File: config.mk
export PLATFORM = sky130hd
export DESIGN_NAME = vga_frame_reader
export DESIGN_NICKNAME = d
export VERILOG_FILES = /design/src/rtl/vga_frame_reader.sv
export SDC_FILE = /design/constraint.sdc
export NUM_CORES = 1
export LEC_CHECK = 0
export CAP_MARGIN = 30
export CELL_PAD_IN_SITES_DETAIL_PLACEMENT = 0
export CELL_PAD_IN_SITES_GLOBAL_PLACEMENT = 2
export CORE_MARGIN = 2
export CORE_UTILIZATION = 28
export CTS_CLUSTER_SIZE = 25
export DETAILED_ROUTE_END_ITERATION = 10
export GPL_TIMING_DRIVEN = 1
export PLACE_DENSITY_LB_ADDON = 0.1
export REMOVE_ABC_BUFFERS = 1
export SLEW_MARGIN = 15
export SYNTH_ARGS = -nofsm -noshare
export SYNTH_HDL_FRONTEND = slang
export SYNTH_SLANG_ARGS = --single-unit
File: constraint.sdc
create_clock -name vgaclk -period 13.7 [get_ports vgaclk]
set_input_delay 2.74 -clock vgaclk [delete_from_list [all_inputs] [get_ports vgaclk]]
set_output_delay 2.74 -clock vgaclk [all_outputs]
set_load 0.02 [all_outputs]
File: src/rtl/vga_frame_reader.sv
// Maps VGA scan positions onto a windowed grayscale frame buffer and emits RGB
// with the sync/blank signals delayed to match the frame-buffer read latency.
module vga_frame_reader #(
  parameter int         HACTIVE = 640,
  parameter int         VACTIVE = 480,
  parameter int         IMG_W   = 256,
  parameter int         IMG_H   = 256,
  parameter int         X0      = 192,
  parameter int         Y0      = 112,
  parameter int         ADDR_W  = 16,
  parameter int         RD_LAT  = 1,
  parameter logic [7:0] BORDER  = 8'h40
) (
  input  logic              vgaclk,
  input  logic              rst_n,
  input  logic [9:0]        x,
  input  logic [9:0]        y,
  input  logic              hsync_in,
  input  logic              vsync_in,
  input  logic              blank_b_in,
  output logic [ADDR_W-1:0] mem_addr,
  output logic              mem_rd_en,
  input  logic [7:0]        mem_rdata,
  output logic [7:0]        red,
  output logic [7:0]        green,
  output logic [7:0]        blue,
  output logic              hsync,
  output logic              vsync,
  output logic              sync_b,
  output logic              blank_b,
  output logic              frame_done
);

  if (X0 + IMG_W > HACTIVE) begin : g_bad_x
    $error("vga_frame_reader: image window exceeds HACTIVE");
  end
  if (Y0 + IMG_H > VACTIVE) begin : g_bad_y
    $error("vga_frame_reader: image window exceeds VACTIVE");
  end
  if (longint'(IMG_W) * longint'(IMG_H) > (longint'(1) << ADDR_W)) begin : g_bad_addr
    $error("vga_frame_reader: image does not fit in ADDR_W address space");
  end
  if (RD_LAT != 1 && RD_LAT != 2) begin : g_bad_lat
    $error("vga_frame_reader: RD_LAT must be 1 or 2");
  end

  // 11-bit bounds so a window ending at column/line 1024 still compares correctly
  localparam logic [10:0]       X_LO     = 11'(X0);
  localparam logic [10:0]       X_HI     = 11'(X0 + IMG_W);
  localparam logic [10:0]       X_LAST   = 11'(X0 + IMG_W - 1);
  localparam logic [10:0]       X_EOL    = 11'(HACTIVE - 1);
  localparam logic [10:0]       Y_LO     = 11'(Y0);
  localparam logic [10:0]       Y_HI     = 11'(Y0 + IMG_H);
  localparam logic [10:0]       Y_LAST   = 11'(Y0 + IMG_H - 1);
  localparam logic [9:0]        X_OFF    = 10'(X0);
  localparam logic [ADDR_W-1:0] ROW_STEP = ADDR_W'(IMG_W);

  typedef enum logic {WAIT_SOF, RUN} state_t;

  typedef struct packed {
    logic win;
    logic blank_b;
    logic hs;
    logic vs;
    logic last;
  } tag_t;

  localparam tag_t TAG_IDLE = '{win: 1'b0, blank_b: 1'b0, hs: 1'b1, vs: 1'b1, last: 1'b0};

  state_t            state_reg, state_next;
  logic [ADDR_W-1:0] row_base_reg, row_base_next;
  logic              sof, run, x_in, y_in, win, last;
  tag_t              tag_in, tag_out;

  logic [7:0] pix_reg;
  logic       hsync_reg, vsync_reg, blank_reg, done_reg;

  always_comb begin
    state_next    = state_reg;
    row_base_next = row_base_reg;
    mem_addr      = '0;
    sof           = (x == 10'd0) && (y == 10'd0);
    x_in          = ({1'b0, x} >= X_LO) && ({1'b0, x} < X_HI);
    y_in          = ({1'b0, y} >= Y_LO) && ({1'b0, y} < Y_HI);
    // the start-of-frame cycle itself already belongs to RUN; nothing reads while in reset
    run           = rst_n && ((state_reg == RUN) || sof);
    win           = run && blank_b_in && x_in && y_in;
    last          = win && ({1'b0, x} == X_LAST) && ({1'b0, y} == Y_LAST);

    if (state_reg == WAIT_SOF && sof)
      state_next = RUN;

    if (sof)
      row_base_next = '0;
    else if (({1'b0, x} == X_EOL) && y_in)
      row_base_next = row_base_reg + ROW_STEP;

    if (win)
      mem_addr = (sof ? '0 : row_base_reg) + ADDR_W'(x - X_OFF);
  end

  assign mem_rd_en = win;

  always_ff @(posedge vgaclk or negedge rst_n) begin
    if (!rst_n) begin
      state_reg    <= WAIT_SOF;
      row_base_reg <= '0;
    end else begin
      state_reg    <= state_next;
      row_base_reg <= row_base_next;
    end
  end

  assign tag_in = '{win: win, blank_b: blank_b_in && run, hs: hsync_in, vs: vsync_in, last: last};

  // Tag delay line matching the frame-buffer read latency
  genvar gi;
  for (gi = 0; gi < RD_LAT; gi++) begin : g_stage
    tag_t stage_reg;
    if (gi == 0) begin : g_src
      always_ff @(posedge vgaclk or negedge rst_n) begin
        if (!rst_n) stage_reg <= TAG_IDLE;
        else        stage_reg <= tag_in;
      end
    end else begin : g_src
      always_ff @(posedge vgaclk or negedge rst_n) begin
        if (!rst_n) stage_reg <= TAG_IDLE;
        else        stage_reg <= g_stage[gi-1].stage_reg;
      end
    end
  end

  assign tag_out = g_stage[RD_LAT-1].stage_reg;

  always_ff @(posedge vgaclk or negedge rst_n) begin
    if (!rst_n) begin
      pix_reg   <= 8'h00;
      hsync_reg <= 1'b1;
      vsync_reg <= 1'b1;
      blank_reg <= 1'b0;
      done_reg  <= 1'b0;
    end else begin
      if (tag_out.win)
        pix_reg <= mem_rdata;
      else if (tag_out.blank_b)
        pix_reg <= BORDER;
      else
        pix_reg <= 8'h00;
      hsync_reg <= tag_out.hs;
      vsync_reg <= tag_out.vs;
      blank_reg <= tag_out.blank_b;
      done_reg  <= tag_out.last;
    end
  end

  assign red        = pix_reg;
  assign green      = pix_reg;
  assign blue       = pix_reg;
  assign hsync      = hsync_reg;
  assign vsync      = vsync_reg;
  assign sync_b     = hsync_reg & vsync_reg;
  assign blank_b    = blank_reg;
  assign frame_done = done_reg;

endmodule

==> impl_metrics.yaml, run 1 <==
synth:
  synth_top_area_share_pct: 24.7
  synth_common_cells: "28 x nor2_1, 22 x dfrtp_1, 20 x ha_1"
  synth_edf_count: 0
  async_reset_ff_share_pct: 100
  yosysWarnings: 0
  syn_area_per_cell_sq_um: 9.23
  synthTopCellsByArea: "dfrtp_1 25%, ha_1 11%, buf_4 5.4%"
  netlist_instances: 241
  ys.flop_type: "dfrtp_1"
  synth_top_area_cell: "dfrtp_1"
  ys_seq_elements: 26
  netlist_area_sq_mm: 0.00222
  synth_seq_area_share_pct: 29.5
  yosysMostFrequentCell: "nor2_1"
  yosysUniqueCellTypes: 60
clock_tree:
  clk_latency_ps: 260
  numCtsBuffers: 3
  cts_sinks: 26
  cts_buffer_depth: 2
  path_clk_slew_ps: 80
  cts-root-buf: "clkbuf_8"
  ctsHoldBuffers: 0
  ctsResizeCount: 0
  h-tree-depth: 1
  post-cts-setup-buffers: 0
  cts_tree: "yes"
die:
  die_w_um: 93.1
  core_area_sq_mm: 0.00773
  die_y_um: 93.1
  rows: 32
  dieArea_sq_mm: 0.00867
  initial_core_util_pct: 28.8
  io_pins: 79
place:
  port_buffers: 78
  globalplace.congestion: 0.751
  post-dp-hpwl_mm: 4.62
grt:
  grt_pass1_wl_mm: 9.43
  antenna_found_initial: 0
  grt_usage_pct: 13.4
  grt_max_degree: 29
  grt_pass1_vias: 1902
  grt_overflow: 0
critical_path:
  worstPathArrival_ps: 6900
  critPathTopFamily: "simple AND/OR/NAND/NOR gates"
  crit_start: "x[1]"
  reg2reg_depth: 2
  path_max_fanout: 17
  worst-path-stages: 13
  timing.rr.end: "g_stage[0].stage_reg[4]"
  cp-start-kind: "input port"
  crit_type: "in2out"
  r2r_slack_ps: 12320
  endpoint_kind: "output port"
  cp_slowest_cell: "clkdlybuf4s50_1"
  cp_common_cell: "clkdlybuf4s50_1"
  critPathMaxStageDelay_ps: 610
  critPathCapture: "mem_addr[15]"
  r2r_start: "state_reg"
  worstPathCellList: "clkdlybuf4s50_1, or4_4, or3_4, nor2_8, nor2b_1, ha_1, a211oi_1, nor2_1, o41ai_1, nand3_1, and3_4, nor3_2, clkdlybuf4s50_1"
  crit_required_ps: 10960
  path_buf_inv: 2
timing:
  period_needed_ps: 9640
  max_slew.worst_pin.slew_ps: 765
  maxSlewHeadroom_pct: 48.6
  finalSetupViolations: 0
  fmax_mhz: 104
  rsz0062_at_grt: "no"
  skew_ps: 4.70
  fin_crit_sh_pct: 70.4
  fin_setup_tns_ps: 0
  drv_slew: 0
  hold_viol_final: 0
pwr:
  max-vdd-ir-drop_v: 0.0000305
  p_per_area_mw_per_mm2: 55.4
  p_leak_uw: 0.00136
cells_and_area:
  syn2layout_area_growth_pct: 38.0
  nets: 366
  drive_gt1_share_pct: 7.72
  utilization_pct: 39.7
  diodes: 0
drt:
  firstDrtPassIters: 4
  post-route-drc-count: 0
  viasPerCell: 4.73
  ant_nets: 0
  vias: 1952
  avgRoutedWirePerCell_um: 13.5
  wirelength_mm: 5.57
  drtIter0Drc: 55
job:
  cap_violations: 0
hold_path:
  hold_path_depth: 0
  min_path_type: "reg2reg"
run_status:
  status: "completed"
## final cells by class
cell class	count	area (sq um)
multi-input combinational	195	1420
timing repair buffer	79	788
tap	102	128
sequential	26	656
fill	766	4660
inverter	7	26.3
clock buffer	4	55.1
## layout by cell type, fill, tap and decap left out, types with 5 or more instances in the layout
master / synthesis / final
clkdlybuf4s50_1: 0 / 78
a21o_1: 6 / 6
conb_1: 2 / 9
nand4_1: 7 / 7
nor2_1: 28 / 28
xnor2_1: 7 / 7
nor3_1: 9 / 9
inv_1: 7 / 7
ha_1: 20 / 20
o21a_1: 6 / 6
xor2_1: 5 / 5
and2_1: 9 / 9
a21oi_1: 7 / 7
nand3_1: 7 / 7
nor2b_1: 10 / 10
nand2_1: 5 / 5
dfrtp_1: 22 / 22
o21ai_0: 10 / 10
## stage by stage
stage | worst slack, ps | total power [uW] | instance area [sq um] | std cells | hold WS [ps]
detailed placement | 4030 | 122 | 3020 | 409 | 337
finish | 4060 | 170 | 3070 | 413 | 353
floorplan | 5280 | 104 | 2100 | 228 | 331
global placement | 4090 | 123 | 3020 | 409 | 334
CTS | 4020 | 171 | 3070 | 413 | 357
global route | 3780 | 181 | 3070 | 413 | 365
## logic make-up (layout without fill, tap and decap cells)
logic type / Yosys count / in the layout / share of synthesized area (%)
buffers and inverters: 27 / 90 / 7.99
AND/OR/NAND/NOR: 101 / 101 / 27.3
multiplexers: 4 / 4 / 1.86
XOR/XNOR: 12 / 12 / 4.72
other: 2 / 9 / 0.338
adder cells (fa/ha/maj): 21 / 21 / 12.1
flip-flops: 26 / 26 / 29.5
AO/OA/AOI/OAI: 48 / 48 / 16.1
## routing by layer
| metal | global-route usage [%] | wire length, um | up-vias |
|---|---|---|---|
| met3 | 0.886 | 186 | 2 |
| met5 | 0 | 0 | - |
| met4 | 2.21 | 12 | 0 |
| met2 | 24.2 | 2780 | 57 |
| li1 | - | - | 985 |
| met1 | 17.8 | 2590 | 908 |
## power by group
part / switching, uW / internal [uW] / total [uW]
clock network: 22.2 / 25.6 / 47.8
registers: 0.315 / 77.8 / 78.1
logic: 22.5 / 21.5 / 44.0
## how the worst min path moves through the flow
stage                            end                     from
final                     frame_done  g_stage[0].stage_reg[0]
after global routing      frame_done  g_stage[0].stage_reg[0]
after CTS                 frame_done  g_stage[0].stage_reg[0]
after detailed placement  frame_done  g_stage[0].stage_reg[0]
after global placement    frame_done  g_stage[0].stage_reg[0]
after floorplan           frame_done  g_stage[0].stage_reg[0]
No activity file was read; power rests on OpenSTA's default activity.
==> run 2: changes to the inputs <==
CORE_UTILIZATION = 24   (was 28)
clock period = 8 ns   (was 13.7 ns; I/O delays follow)
==> run 2 against run 1 <==
Against the previous run:
- combinational power up 72%
- sequential share of layout area down 0.078 points
- wire length up 6.0%
- core utilization down 5.9 points
- total power up 72%
- clock power up 72%
- first-iteration DRC count up 45%
- via count down 0.46%
- sequential cell count unchanged
- critical path depth unchanged
==> impl_metrics.yaml, run 2 (synthesized netlist as in run 1, its figures left out) <==
job:
  cap_violations: 0
drt:
  vias: 1943
  ant_nets: 0
  drtIter0Drc: 80
  viasPerCell: 4.60
  avgRoutedWirePerCell_um: 14.0
  post-route-drc-count: 0
  wirelength_mm: 5.90
  firstDrtPassIters: 4
die:
  die_y_um: 100
  die_w_um: 100
  dieArea_sq_mm: 0.0101
  initial_core_util_pct: 24.4
  core_area_sq_mm: 0.00911
  io_pins: 79
  rows: 35
clock_tree:
  numCtsBuffers: 3
  post-cts-setup-buffers: 0
  cts_buffer_depth: 2
  cts_sinks: 26
  path_clk_slew_ps: 90
  h-tree-depth: 1
  clk_latency_ps: 260
  ctsHoldBuffers: 0
  cts_tree: "yes"
  cts-root-buf: "clkbuf_8"
  ctsResizeCount: 0
pwr:
  combPwrFrac_pct: 26.0
  p_leak_uw: 0.00136
  internal-power_uw: 214
  p_per_area_mw_per_mm2: 94.6
  max-vdd-ir-drop_v: 0.0000520
  p_switching_uw: 77.6
  swShare_pct: 26.6
  clockPowerShare_pct: 28.1
  pwr-share-seq_pct: 45.9
critical_path:
  cp-start-kind: "input port"
  crit_required_ps: 6400
  cp_slowest_cell: "clkdlybuf4s50_1"
  worstPathCellList: "clkdlybuf4s50_1, or4_4, or3_4, nor2_8, nor2b_1, ha_1, a211oi_1, nor2_1, o41ai_1, nand3_1, and3_4, nor3_2, clkdlybuf4s50_1"
  crit_type: "in2out"
  timing.rr.end: "g_stage[0].stage_reg[4]"
  r2r_start: "state_reg"
  endpoint_kind: "output port"
  r2r_slack_ps: 6600
  crit_start: "x[1]"
  cp_common_cell: "clkdlybuf4s50_1"
  worstPathArrival_ps: 5800
  reg2reg_depth: 2
  critPathMaxStageDelay_ps: 620
  path_max_fanout: 17
hold_path:
  min_to: "hsync"
  min_path_type: "reg2reg"
  hold_path_depth: 0
  min_from: "g_stage[0].stage_reg[2]"
cells_and_area:
  syn2layout_area_growth_pct: 38.5
  final_common_cell: "clkdlybuf4s50_1"
  nets: 366
  diodes: 0
  mostFrequentLayoutCells: "78 x clkdlybuf4s50_1, 28 x nor2_1, 22 x dfrtp_1, 20 x ha_1"
  drive_gt1_share_pct: 7.72
grt:
  grt_pass1_vias: 2005
  grt_overflow: 0
  antenna_found_initial: 0
  grt_max_degree: 29
  grt_usage_pct: 12.1
  grt_pass1_wl_mm: 9.94
timing:
  maxSlewHeadroom_pct: 46.9
  hold_viol_final: 0
  drv_slew: 0
  fin_setup_tns_ps: 0
  rsz0062_at_grt: "no"
  finalSetupViolations: 0
  fin_ws_ps: 597
  skew_ps: 0.880
  period_needed_ps: 7400
  fin_crit_sh_pct: 92.5
  fmax_mhz: 135
  max_slew.worst_pin.slew_ps: 791
place:
  port_buffers: 78
  globalplace.congestion: 0.764
  dp_slack_ps: 585
  post-dp-hpwl_mm: 4.84
run_status:
  status: "completed"
[run 2: cell counts in the layout (fill, tap and decap cells not counted)]
Identical to the previous run, type by type.
[run 2: cell type report]
| cell class | instances | area [sq um] |
|---|---|---|
| inverter | 7 | 26.3 |
| fill | 952 | 6030 |
| multi-input combinational | 195 | 1420 |
| tap | 111 | 139 |
| timing repair buffer | 79 | 788 |
| sequential | 26 | 656 |
| clock buffer | 4 | 55.1 |
[run 2: routing by layer]
metal | part of all wire, % | vias to the layer above | GRT usage [%]
met3 | 3.3 | 2 | 0.905
li1 | - | 986 | -
met4 | 0.24 | 0 | 1.90
met1 | 47 | 912 | 16.0
met2 | 49 | 43 | 21.9
met5 | 0 | - | 0
[run 2: worst max path at each step]
stage	end	slack (ps)	depth (start not counted)
finish	mem_addr[15]	600	13
global route	mem_addr[15]	270	15
CTS	mem_addr[15]	560	13
detailed placement	mem_addr[15]	590	13
global placement	mem_addr[15]	620	13
floorplan	mem_addr[15]	1860	11
[run 2: power by group through the flow]
stage	combinational [uW]	clock [uW]	sequential (uW)
2_1_floorplan	41.7	0	137
3_3_place_gp	74.1	0	136
3_5_place_dp	73.4	0	136
4_1_cts	73.6	85.7	134
5_1_grt	86.0	93.4	134
6_report	75.8	82.0	134
[run 2: through the flow]
step	total power (uW)	util, %	hold slack, ps	cell area, sq um	cells
global route	313	33.8	364	3080	422
detailed placement	210	33.2	348	3030	418
finish	292	33.8	360	3080	422
CTS	293	33.8	362	3080	422
global placement	210	33.2	333	3030	418
floorplan	179	-	331	2100	228
[run 2: critical path, delay by kind of cell]
| family | cells | cell delay [ps] |
|---|---|---|
| simple gates | 8 | 1910 |
| buf+inv | 2 | 1100 |
| compound gates | 2 | 800 |
| fa+ha+maj | 1 | 390 |
==> run 3: changes to the inputs <==
CORE_MARGIN = default   (was 2)
GPL_ROUTABILITY_DRIVEN = 0   (was default)
==> run 3 against run 2 <==
Against the previous run:
- the flow now finishes with violations (design-rule violations)
- design area grew 0.41%
- non-clock buffer count unchanged
- largest cell class unchanged
- clock power increased by 30%
- critical path depth did not move
- combinational power about the same
==> impl_metrics.yaml, run 3 (synthesized netlist as in run 1, its figures left out) <==
run_status:
  status: "complete, but fails checks"
  violations: "design-rule violations"
critical_path:
  crit_type: "in2out"
  crit_required_ps: 6400
  reg2reg_depth: 2
  endpoint_kind: "output port"
  worstPathArrival_ps: 5820
  r2r_start: "state_reg"
  critPathCapture: "mem_addr[15]"
  path_max_fanout: 17
  cp-start-kind: "input port"
  crit_start: "x[1]"
  r2r_slack_ps: 6580
  timing.rr.end: "g_stage[0].stage_reg[4]"
die:
  core_area_sq_mm: 0.00885
  die_y_um: 98.3
  initial_core_util_pct: 25.1
  rows: 34
  dieArea_sq_mm: 0.00966
  io_pins: 79
  die_w_um: 98.3
drt:
  post-route-drc-count: 7
  avgRoutedWirePerCell_um: 13.7
  ant_nets: 0
  wirelength_mm: 5.73
  vias: 1897
  firstDrtPassIters: 9
  viasPerCell: 4.53
  drtIter0Drc: 36
place:
  post-dp-hpwl_mm: 4.68
  placedInstanceArea_sq_mm: 0.00302
  port_buffers: 78
  dp_slack_ps: 557
timing:
  fin_ws_ps: 579
  maxSlewHeadroom_pct: 49.5
  fin_crit_sh_pct: 92.8
  max_slew.worst_pin.slew_ps: 751
  rsz0062_at_grt: "no"
  fmax_mhz: 135
  fin_setup_tns_ps: 0
  drv_slew: 0
  hold_viol_final: 0
  skew_ps: 3.38
  finalSetupViolations: 0
  period_needed_ps: 7420
cells_and_area:
  mostFrequentLayoutCells: "78 x clkdlybuf4s50_1, 28 x nor2_1, 22 x dfrtp_1, 20 x ha_1"
  multi_input_area_sq_mm: 0.00142
  nFillCells: 923
  stdcell_area_sq_mm: 0.00309
  utilization_pct: 35.0
  diodes: 0
  drive_gt1_share_pct: 7.72
  syn2layout_area_growth_pct: 39.1
  nets: 366
  seq_area_sq_um: 656
  final_common_cell: "clkdlybuf4s50_1"
clock_tree:
  cts_tree: "yes"
  ctsHoldBuffers: 0
  clk_latency_ps: 270
  numCtsBuffers: 3
  post-cts-setup-buffers: 0
  path_clk_slew_ps: 90
  cts-root-buf: "clkbuf_8"
  ctsResizeCount: 0
  h-tree-depth: 1
  cts_sinks: 26
  cts_buffer_depth: 2
hold_path:
  hold_path_depth: 0
  min_path_type: "reg2reg"
grt:
  grt_overflow: 0
  antenna_found_initial: 0
  grt_max_degree: 29
  grt_pass1_vias: 2000
  grt_usage_pct: 12.4
  grt_pass1_wl_mm: 9.84
pwr:
  power_uw: 316
  p_leak_uw: 0.00137
  p_per_area_mw_per_mm2: 102
  max-vdd-ir-drop_v: 0.0000645
job:
  cap_violations: 0
[run 3: cell types whose count changed in the layout (fill, tap and decap cells not counted), sizes merged]
cell | before | now
clkbuf | 4 | 3
bufinv | 0 | 1
[run 3: area by class of cell]
cell class                      count  share of cell area (%)
Timing Repair Buffer               79                    25.5
Multi-Input combinational cell    195                    45.8
Tap cell                          108                    4.37
Inverter                            7                   0.849
Sequential cell                    26                    21.2
Clock buffer                        3                    1.33
Clock inverter                      1                   0.970
[run 3: worst min-delay path by stage]
stage                      end               startpoint  slack, ps
global placement    frame_done  g_stage[0].stage_reg[0]        330
floorplan           frame_done  g_stage[0].stage_reg[0]        330
CTS                 frame_done  g_stage[0].stage_reg[0]        360
global route             vsync  g_stage[0].stage_reg[1]        360
finish              frame_done  g_stage[0].stage_reg[0]        350
detailed placement  frame_done  g_stage[0].stage_reg[0]        340
[run 3: worst max-delay path, cell delays in order]
cell and delay, ps:
clkdlybuf4s50_1 480, or4_4 570, or3_4 390, nor2_8 260
nor2b_1 100, ha_1 390, a211oi_1 260, nor2_1 90
o41ai_1 570, nand3_1 180, and3_4 220, nor3_2 90
clkdlybuf4s50_1 610
[run 3: layer usage]
layer  global-route usage [%]  share of wire, %  up-vias  wire length, um
met5                        0                 0        -                0
li1                         -                 -      987                -
met3                     1.15               3.0        2              170
met4                    0.689              0.16        0                9
met1                     16.7                48      864             2770
met2                     22.3                49       44             2780
[run 3: power breakdown]
part / total, uW / internal, uW / switching, uW
registers: 134 / 133 / 0.532
clock network: 107 / 66.9 / 39.7
logic: 75.8 / 36.8 / 39.0
total: 316 / 237 / 79.2
[run 3: per-stage QoR]
| step | hold WS, ps | cells |
|---|---|---|
| finish | 354 | 419 |
| global route | 364 | 419 |
| CTS | 358 | 419 |
| detailed placement | 336 | 415 |
| global placement | 333 | 415 |
| floorplan | 331 | 228 |
